[config.mk]
export PLATFORM = sky130hd
export DESIGN_NAME = read_req_arbiter_flat
export DESIGN_NICKNAME = d
export VERILOG_FILES = /design/src/rtl/read_req_arbiter_if.sv /design/src/rtl/read_req_arbiter.sv /design/src/flat_wrapper.sv
export SDC_FILE = /design/constraint.sdc
export NUM_CORES = 1
export LEC_CHECK = 0
export CAP_MARGIN = 20
export CORE_AREA = 5 5 514 516
export CTS_BUF_LIST = sky130_fd_sc_hd__clkbuf_16
export CTS_CLUSTER_SIZE = 28
export DETAILED_ROUTE_END_ITERATION = 6
export DIE_AREA = 0 0 519 521
export REMOVE_ABC_BUFFERS = 1
export SYNTH_ARGS = -nofsm -noshare
export SYNTH_HDL_FRONTEND = slang
export SYNTH_SLANG_ARGS = --single-unit
[constraint.sdc]
create_clock -name clk -period 5.3 [get_ports clk]
set_clock_uncertainty 0.2 [all_clocks]
set_input_delay 0.53 -clock clk [delete_from_list [all_inputs] [get_ports clk]]
set_output_delay 0.53 -clock clk [all_outputs]
set_load 0.05 [all_outputs]
[src/rtl/read_req_arbiter_if.sv]
// AXI read-address / read-data channel bundle used between the
// request arbiter (master) and the memory side (slave).
interface read_req_arbiter_if #(
    parameter int ADDR_W = 64
);
    logic [15:0]       arid_m;
    logic [ADDR_W-1:0] araddr_m;
    logic [7:0]        arlen_m;
    logic [2:0]        arsize_m;
    logic              arvalid_m;
    logic              arready_m;
    logic [15:0]       rid_m;
    logic [511:0]      rdata_m;
    logic [1:0]        rresp_m;
    logic              rlast_m;
    logic              rvalid_m;
    logic              rready_m;

    modport master (
        output arid_m, araddr_m, arlen_m, arsize_m, arvalid_m,
        input  arready_m,
        input  rid_m, rdata_m, rresp_m, rlast_m, rvalid_m,
        output rready_m
    );

    modport slave (
        input  arid_m, araddr_m, arlen_m, arsize_m, arvalid_m,
        output arready_m,
        output rid_m, rdata_m, rresp_m, rlast_m, rvalid_m,
        input  rready_m
    );
endinterface

[src/rtl/read_req_arbiter.sv]
// Three-requester AXI read arbiter: one AR in flight at a time,
// per-requester outstanding limits, R beats routed back by rid.
module read_req_arbiter #(
    parameter int MAX_OUT = 4,
    parameter int ADDR_W  = 64
) (
    input  logic                  clk,
    input  logic                  rst,
    input  logic [2:0]            req_valid,
    input  logic [3*ADDR_W-1:0]   req_addr,
    output logic [2:0]            req_ready,
    output logic [2:0]            resp_valid,
    output logic [511:0]          resp_data,
    input  logic [2:0]            resp_ready,
    output logic [2:0]            err,
    output logic                  all_idle,
    read_req_arbiter_if.master    axi
);

    typedef enum logic {IDLE, ISSUE} state_e;

    localparam logic [3:0] MAX_CNT = 4'(MAX_OUT);

    state_e            state_q, state_d;
    logic [ADDR_W-1:0] araddr_q, araddr_d;
    logic [1:0]        arid_q, arid_d;
    logic              rr_q, rr_d;
    logic [2:0][3:0]   out_q, out_d;
    logic [2:0]        err_q, err_d;
    logic              all_idle_q, all_idle_d;

    logic [2:0] eligible;
    logic [2:0] grant;
    logic       rid_ok;
    logic [1:0] ridx;
    logic       rready;
    logic       r_hs;
    logic       r_dec;
    logic       ar_hs;

    always_comb begin
        for (int i = 0; i < 3; i++) begin
            eligible[i] = req_valid[i] && (out_q[i] < MAX_CNT);
        end
    end

    // Requester 2 always wins; 0 and 1 alternate when both are eligible.
    always_comb begin
        grant = 3'b000;
        if (state_q == IDLE) begin
            if (eligible[2]) begin
                grant = 3'b100;
            end else if (eligible[0] && eligible[1]) begin
                grant = rr_q ? 3'b010 : 3'b001;
            end else if (eligible[0]) begin
                grant = 3'b001;
            end else if (eligible[1]) begin
                grant = 3'b010;
            end
        end
    end

    assign req_ready = rst ? 3'b000 : grant;

    assign rid_ok = (axi.rid_m < 16'd3);
    assign ridx   = axi.rid_m[1:0];

    always_comb begin
        resp_valid = 3'b000;
        rready     = 1'b1;
        if (rid_ok) begin
            resp_valid[ridx] = axi.rvalid_m;
            rready           = resp_ready[ridx];
        end
    end

    assign r_hs  = axi.rvalid_m && rready;
    assign r_dec = r_hs && axi.rlast_m && rid_ok;
    assign ar_hs = (state_q == ISSUE) && axi.arready_m;

    always_comb begin
        out_d = out_q;
        err_d = err_q;
        for (int i = 0; i < 3; i++) begin
            logic inc;
            logic dec;
            inc = ar_hs && (arid_q == 2'(i));
            dec = r_dec && (ridx == 2'(i));
            if (inc && !dec) begin
                out_d[i] = out_q[i] + 4'd1;
            end else if (dec && !inc) begin
                if (out_q[i] == 4'd0) begin
                    err_d[i] = 1'b1;
                end else begin
                    out_d[i] = out_q[i] - 4'd1;
                end
            end
        end
        // Unroutable ids poison every requester.
        if (r_hs && !rid_ok) begin
            err_d = 3'b111;
        end
        if (r_hs && rid_ok && (axi.rresp_m != 2'b00)) begin
            err_d[ridx] = 1'b1;
        end
    end

    always_comb begin
        state_d  = state_q;
        araddr_d = araddr_q;
        arid_d   = arid_q;
        rr_d     = rr_q;
        unique case (state_q)
            IDLE: begin
                unique case (1'b1)
                    grant[2]: begin
                        araddr_d = req_addr[2*ADDR_W +: ADDR_W];
                        arid_d   = 2'd2;
                        state_d  = ISSUE;
                    end
                    grant[1]: begin
                        araddr_d = req_addr[1*ADDR_W +: ADDR_W];
                        arid_d   = 2'd1;
                        rr_d     = 1'b0;
                        state_d  = ISSUE;
                    end
                    grant[0]: begin
                        araddr_d = req_addr[0 +: ADDR_W];
                        arid_d   = 2'd0;
                        rr_d     = 1'b1;
                        state_d  = ISSUE;
                    end
                    default: ;
                endcase
            end
            ISSUE: begin
                if (axi.arready_m) begin
                    state_d = IDLE;
                end
            end
            default: state_d = IDLE;
        endcase
    end

    assign all_idle_d = (state_q == IDLE) && (out_q == '0);

    always_ff @(posedge clk) begin
        if (rst) begin
            state_q    <= IDLE;
            araddr_q   <= '0;
            arid_q     <= 2'd0;
            rr_q       <= 1'b0;
            out_q      <= '0;
            err_q      <= 3'b000;
            all_idle_q <= 1'b1;
        end else begin
            state_q    <= state_d;
            araddr_q   <= araddr_d;
            arid_q     <= arid_d;
            rr_q       <= rr_d;
            out_q      <= out_d;
            err_q      <= err_d;
            all_idle_q <= all_idle_d;
        end
    end

    assign axi.arvalid_m = (state_q == ISSUE);
    assign axi.araddr_m  = araddr_q;
    assign axi.arid_m    = {14'd0, arid_q};
    assign axi.arlen_m   = 8'd0;
    assign axi.arsize_m  = 3'b011;
    assign axi.rready_m  = rready;

    assign resp_data = axi.rdata_m;
    assign err       = err_q;
    assign all_idle  = all_idle_q;

endmodule

[src/flat_wrapper.sv]
// flat-port wrapper written by rule: the top's interface ports become plain ports
module read_req_arbiter_flat 
#(
    parameter int MAX_OUT = 4,
    parameter int ADDR_W  = 64
)
  (clk, rst, req_valid, req_addr, req_ready, resp_valid, resp_data, resp_ready, err, all_idle, axi_arid_m, axi_araddr_m, axi_arlen_m, axi_arsize_m, axi_arvalid_m, axi_arready_m, axi_rid_m, axi_rdata_m, axi_rresp_m, axi_rlast_m, axi_rvalid_m, axi_rready_m);
  read_req_arbiter_if #(.ADDR_W(ADDR_W)) axi_i ();
  input  logic clk;
  input  logic rst;
  input  logic [2:0] req_valid;
  input  logic [3*ADDR_W-1:0] req_addr;
  output logic [2:0] req_ready;
  output logic [2:0] resp_valid;
  output logic [511:0] resp_data;
  input  logic [2:0] resp_ready;
  output logic [2:0] err;
  output logic all_idle;
  output wire logic [$bits(axi_i.arid_m)-1:0] axi_arid_m;
  output wire logic [$bits(axi_i.araddr_m)-1:0] axi_araddr_m;
  output wire logic [$bits(axi_i.arlen_m)-1:0] axi_arlen_m;
  output wire logic [$bits(axi_i.arsize_m)-1:0] axi_arsize_m;
  output wire logic [$bits(axi_i.arvalid_m)-1:0] axi_arvalid_m;
  input wire logic [$bits(axi_i.arready_m)-1:0] axi_arready_m;
  input wire logic [$bits(axi_i.rid_m)-1:0] axi_rid_m;
  input wire logic [$bits(axi_i.rdata_m)-1:0] axi_rdata_m;
  input wire logic [$bits(axi_i.rresp_m)-1:0] axi_rresp_m;
  input wire logic [$bits(axi_i.rlast_m)-1:0] axi_rlast_m;
  input wire logic [$bits(axi_i.rvalid_m)-1:0] axi_rvalid_m;
  output wire logic [$bits(axi_i.rready_m)-1:0] axi_rready_m;
  assign axi_arid_m = axi_i.arid_m;
  assign axi_araddr_m = axi_i.araddr_m;
  assign axi_arlen_m = axi_i.arlen_m;
  assign axi_arsize_m = axi_i.arsize_m;
  assign axi_arvalid_m = axi_i.arvalid_m;
  assign axi_i.arready_m = axi_arready_m;
  assign axi_i.rid_m = axi_rid_m;
  assign axi_i.rdata_m = axi_rdata_m;
  assign axi_i.rresp_m = axi_rresp_m;
  assign axi_i.rlast_m = axi_rlast_m;
  assign axi_i.rvalid_m = axi_rvalid_m;
  assign axi_rready_m = axi_i.rready_m;
  read_req_arbiter #(.MAX_OUT(MAX_OUT), .ADDR_W(ADDR_W)) u_core (.clk(clk), .rst(rst), .req_valid(req_valid), .req_addr(req_addr), .req_ready(req_ready), .resp_valid(resp_valid), .resp_data(resp_data), .resp_ready(resp_ready), .err(err), .all_idle(all_idle), .axi(axi_i));
endmodule
==> metrics.cfg <==
[global_route]
grt_pass1_vias = 7087
grt_max_degree = 67
grt_usage_pct = 26.11
antenna_found_initial = 94
grt_overflow_total = 0
grt_pass1_wl_um = 384500

[worst_setup_path]
cpPeakStageDelay_ps = 970
cp.arrival_ps = 3390
r2r_end = u_core.out_q[3]
crit_chain = clkdlybuf4s50_1, nor4b_4, buf_4, nor2b_1, clkdlybuf4s50_1
r2r_cells = 10
regToRegSetupSlack_ps = 2100
cp_common_cell = clkdlybuf4s50_1
cp-start-kind = primary input
crit_slowest_cell = clkdlybuf4s50_1
r2r_start = u_core.axi.arvalid_m
crit_type = in2out
crit_start = req_valid[2]
crit_end = req_ready[2]
cp-end-kind = output pin
required_ps = 4570
crit_fanout = 8

[cells_and_area]
drive_gt1_share_pct = 7.083
final_common_cell = clkdlybuf4s50_1
final_nets = 1576
final_util_pct = 4.669
syn_to_final_growth_pct = 39.78
final_cell_mix = clkdlybuf4s50_1 (284), nor2_1 (86), dfxtp_1 (84)

[cts]
clk_root_buffer_cell = clkbuf_16
clk-insertion-delay-late_ps = 390
clkSlewWorstSetupHoldPaths_ps = 70
cts_hold_buf = 0
cts_setup_buffers = 0
cts_max_level = 3
clock-sinks = 84
clockBufferDepth = 2
cts_resized = 0
cts_tree = built
cts_buffers = 9

[timing]
slew_viol_final = 0
setup_viol = 0
hold_viol = 0
fin_crit_ps = 4118
fin_crit_sh_pct = 77.70
setup-tns-final_ps = 0
max_slew_margin_pct = 38.74
tightest_slew_ps = 916.1
rsz0062_at_grt = false
fmax_mhz = 242.8

[floorplan]
io_pins = 1348
die_h_um = 521
design.die.area_um2 = 270400
die_w_um = 519
num_rows = 187
core_um2 = 258800
initial_utilization_pct = 3.340

[drt]
viasPerCell = 2.101
via_count = 8954
wl_per_cell_um = 86.18
antenna_left = 0
drc = 28
drt_pass1_iterations = 7
routed_wl_um = 367200
drt_iter0_drc = 1067

[synth]
synth_area_per_cell_um2 = 8.085
synth_area_um2 = 8643
synth_edf_count = 0
synth_sequential_area_ratio_pct = 19.46
netlist_top_cells_area = buf_4 (47%), dfxtp_1 (19%), a222oi_1 (7.4%)
synth_seq_cells = 84
synth_cell_types = 41
ys.flop_type = dfxtp_1
synth.largest_area_cell = buf_4
yosysWarningCount = 0
netlist_instances = 1069
synth_top_area_share_pct = 47.16
synthArstFlopShare_pct = 0

[pwr]
ir_worst_vdd_v = 0.0001179
p_leak_nw = 2.998
power.density_nw_per_um2 = 190.6

[placement]
place_congestion = 1.374
dp_hpwl_um = 359400
numPortBuffers = 298

[hold_path]
min_path_type = reg2reg

[run_status]
violations = DRC
status = complete, but fails checks

[flow_run]
drv_cap = 0

[through the flow]
step / total power, mW / instances / area (um2) / hold slack (ps) / setup slack, ps
finish: 2.303 / 4261 / 12080 / 292.7 / 1182
global route: 2.387 / 4243 / 12040 / 312.3 / 1153
CTS: 2.356 / 4235 / 12020 / 295.4 / 1213
detailed placement: 1.669 / 4219 / 11730 / 281.0 / 1072
global placement: 1.662 / 4219 / 11730 / 276.3 / 1182
floorplan: 1.168 / 507 / 4403 / 280.2 / 320.2
[worst min path at each step]
stage                            start                 endpoint  slack (ps)  cells past startpoint
6_report       u_core.axi.araddr_m[27]  u_core.axi.araddr_m[27]         290                      2
5_1_grt        u_core.axi.araddr_m[51]  u_core.axi.araddr_m[51]         310                      2
4_1_cts        u_core.axi.araddr_m[11]  u_core.axi.araddr_m[11]         300                      2
3_5_place_dp   u_core.axi.araddr_m[15]  u_core.axi.araddr_m[15]         280                      2
3_3_place_gp   u_core.axi.araddr_m[27]  u_core.axi.araddr_m[27]         280                      2
2_1_floorplan          u_core.out_q[1]          u_core.out_q[1]         280                      2
[cell families (layout without fill, tap and decap cells)]
family                     count (synthesis)  count (layout)  synth area share [%]
muxes                                     10              10                 1.245
other                                      2              51               0.08689
and+or+nand+nor                          262             262                 15.58
AOI/OAI and AO/OA                         98              98                 10.41
adders and majority gates                 15              15                 2.432
xor gates and xnor gates                   3               3                0.3041
buffers and inverters                    595             336                 50.49
DFF                                       84              84                 19.46
[layout make-up]
| cell class | instances | area (um2) |
|---|---|---|
| clock inverter | 7 | 57.56 |
| fill | 30650 | 246700 |
| multi-input combinational | 413 | 2695 |
| antenna | 26 | 65.06 |
| clock buffer | 9 | 225.2 |
| tap | 3402 | 4257 |
| inverter | 10 | 37.54 |
| sequential | 84 | 1682 |
| timing repair buffer | 310 | 3063 |
[Yosys cell counts (2+ instances only)]
| library cell | instances |
|---|---|
| a2111oi_4 | 2 |
| a211oi_1 | 4 |
| a21o_1 | 3 |
| a21oi_1 | 12 |
| a222oi_1 | 64 |
| a31oi_1 | 6 |
| buf_1 | 2 |
| buf_2 | 14 |
| buf_4 | 543 |
| buf_6 | 10 |
| clkbuf_1 | 16 |
| conb_1 | 2 |
| dfxtp_1 | 84 |
| fa_1 | 3 |
| ha_1 | 12 |
| inv_1 | 10 |
| mux2_2 | 6 |
| mux2i_1 | 4 |
| nand2_1 | 9 |
| nand2b_1 | 69 |
| nand4_1 | 3 |
| nor2_1 | 86 |
| nor2b_1 | 6 |
| nor3_1 | 69 |
| nor3b_1 | 2 |
| nor4_1 | 7 |
| o21ai_0 | 2 |
| or2_2 | 2 |
| or3_1 | 2 |
| or3b_4 | 2 |
| xnor2_1 | 3 |
[routing by layer]
layer  vias to the layer above  wire [um]  track usage (%)
met3                       290     128700            43.64
li1                       2592          -                -
met1                      3547      23600            4.586
met2                      2437     186800            47.57
met5                         -       4626            11.76
met4                        88      23510            12.99
[power breakdown]
part           switching (mW)  internal (mW)
registers              0.0378          0.691
logic                   0.575          0.335
clock network           0.339          0.325
[state kept, by name (all words and copies together) (netlist names)]
signal                cells
u_core.axi.araddr_m      64
u_core.out_q             12
u_core.err                3
u_core.arid_q             2
u_core.all_idle           1
u_core.axi.arvalid_m      1
u_core.rr_q               1
[worst max-delay path, delay by kind of cell]
family	cells	cell delay [ps]
buffers and inverters	3	1660
AND/OR/NAND/NOR	2	1180
Note: power is estimated with default switching activity, not from simulation.
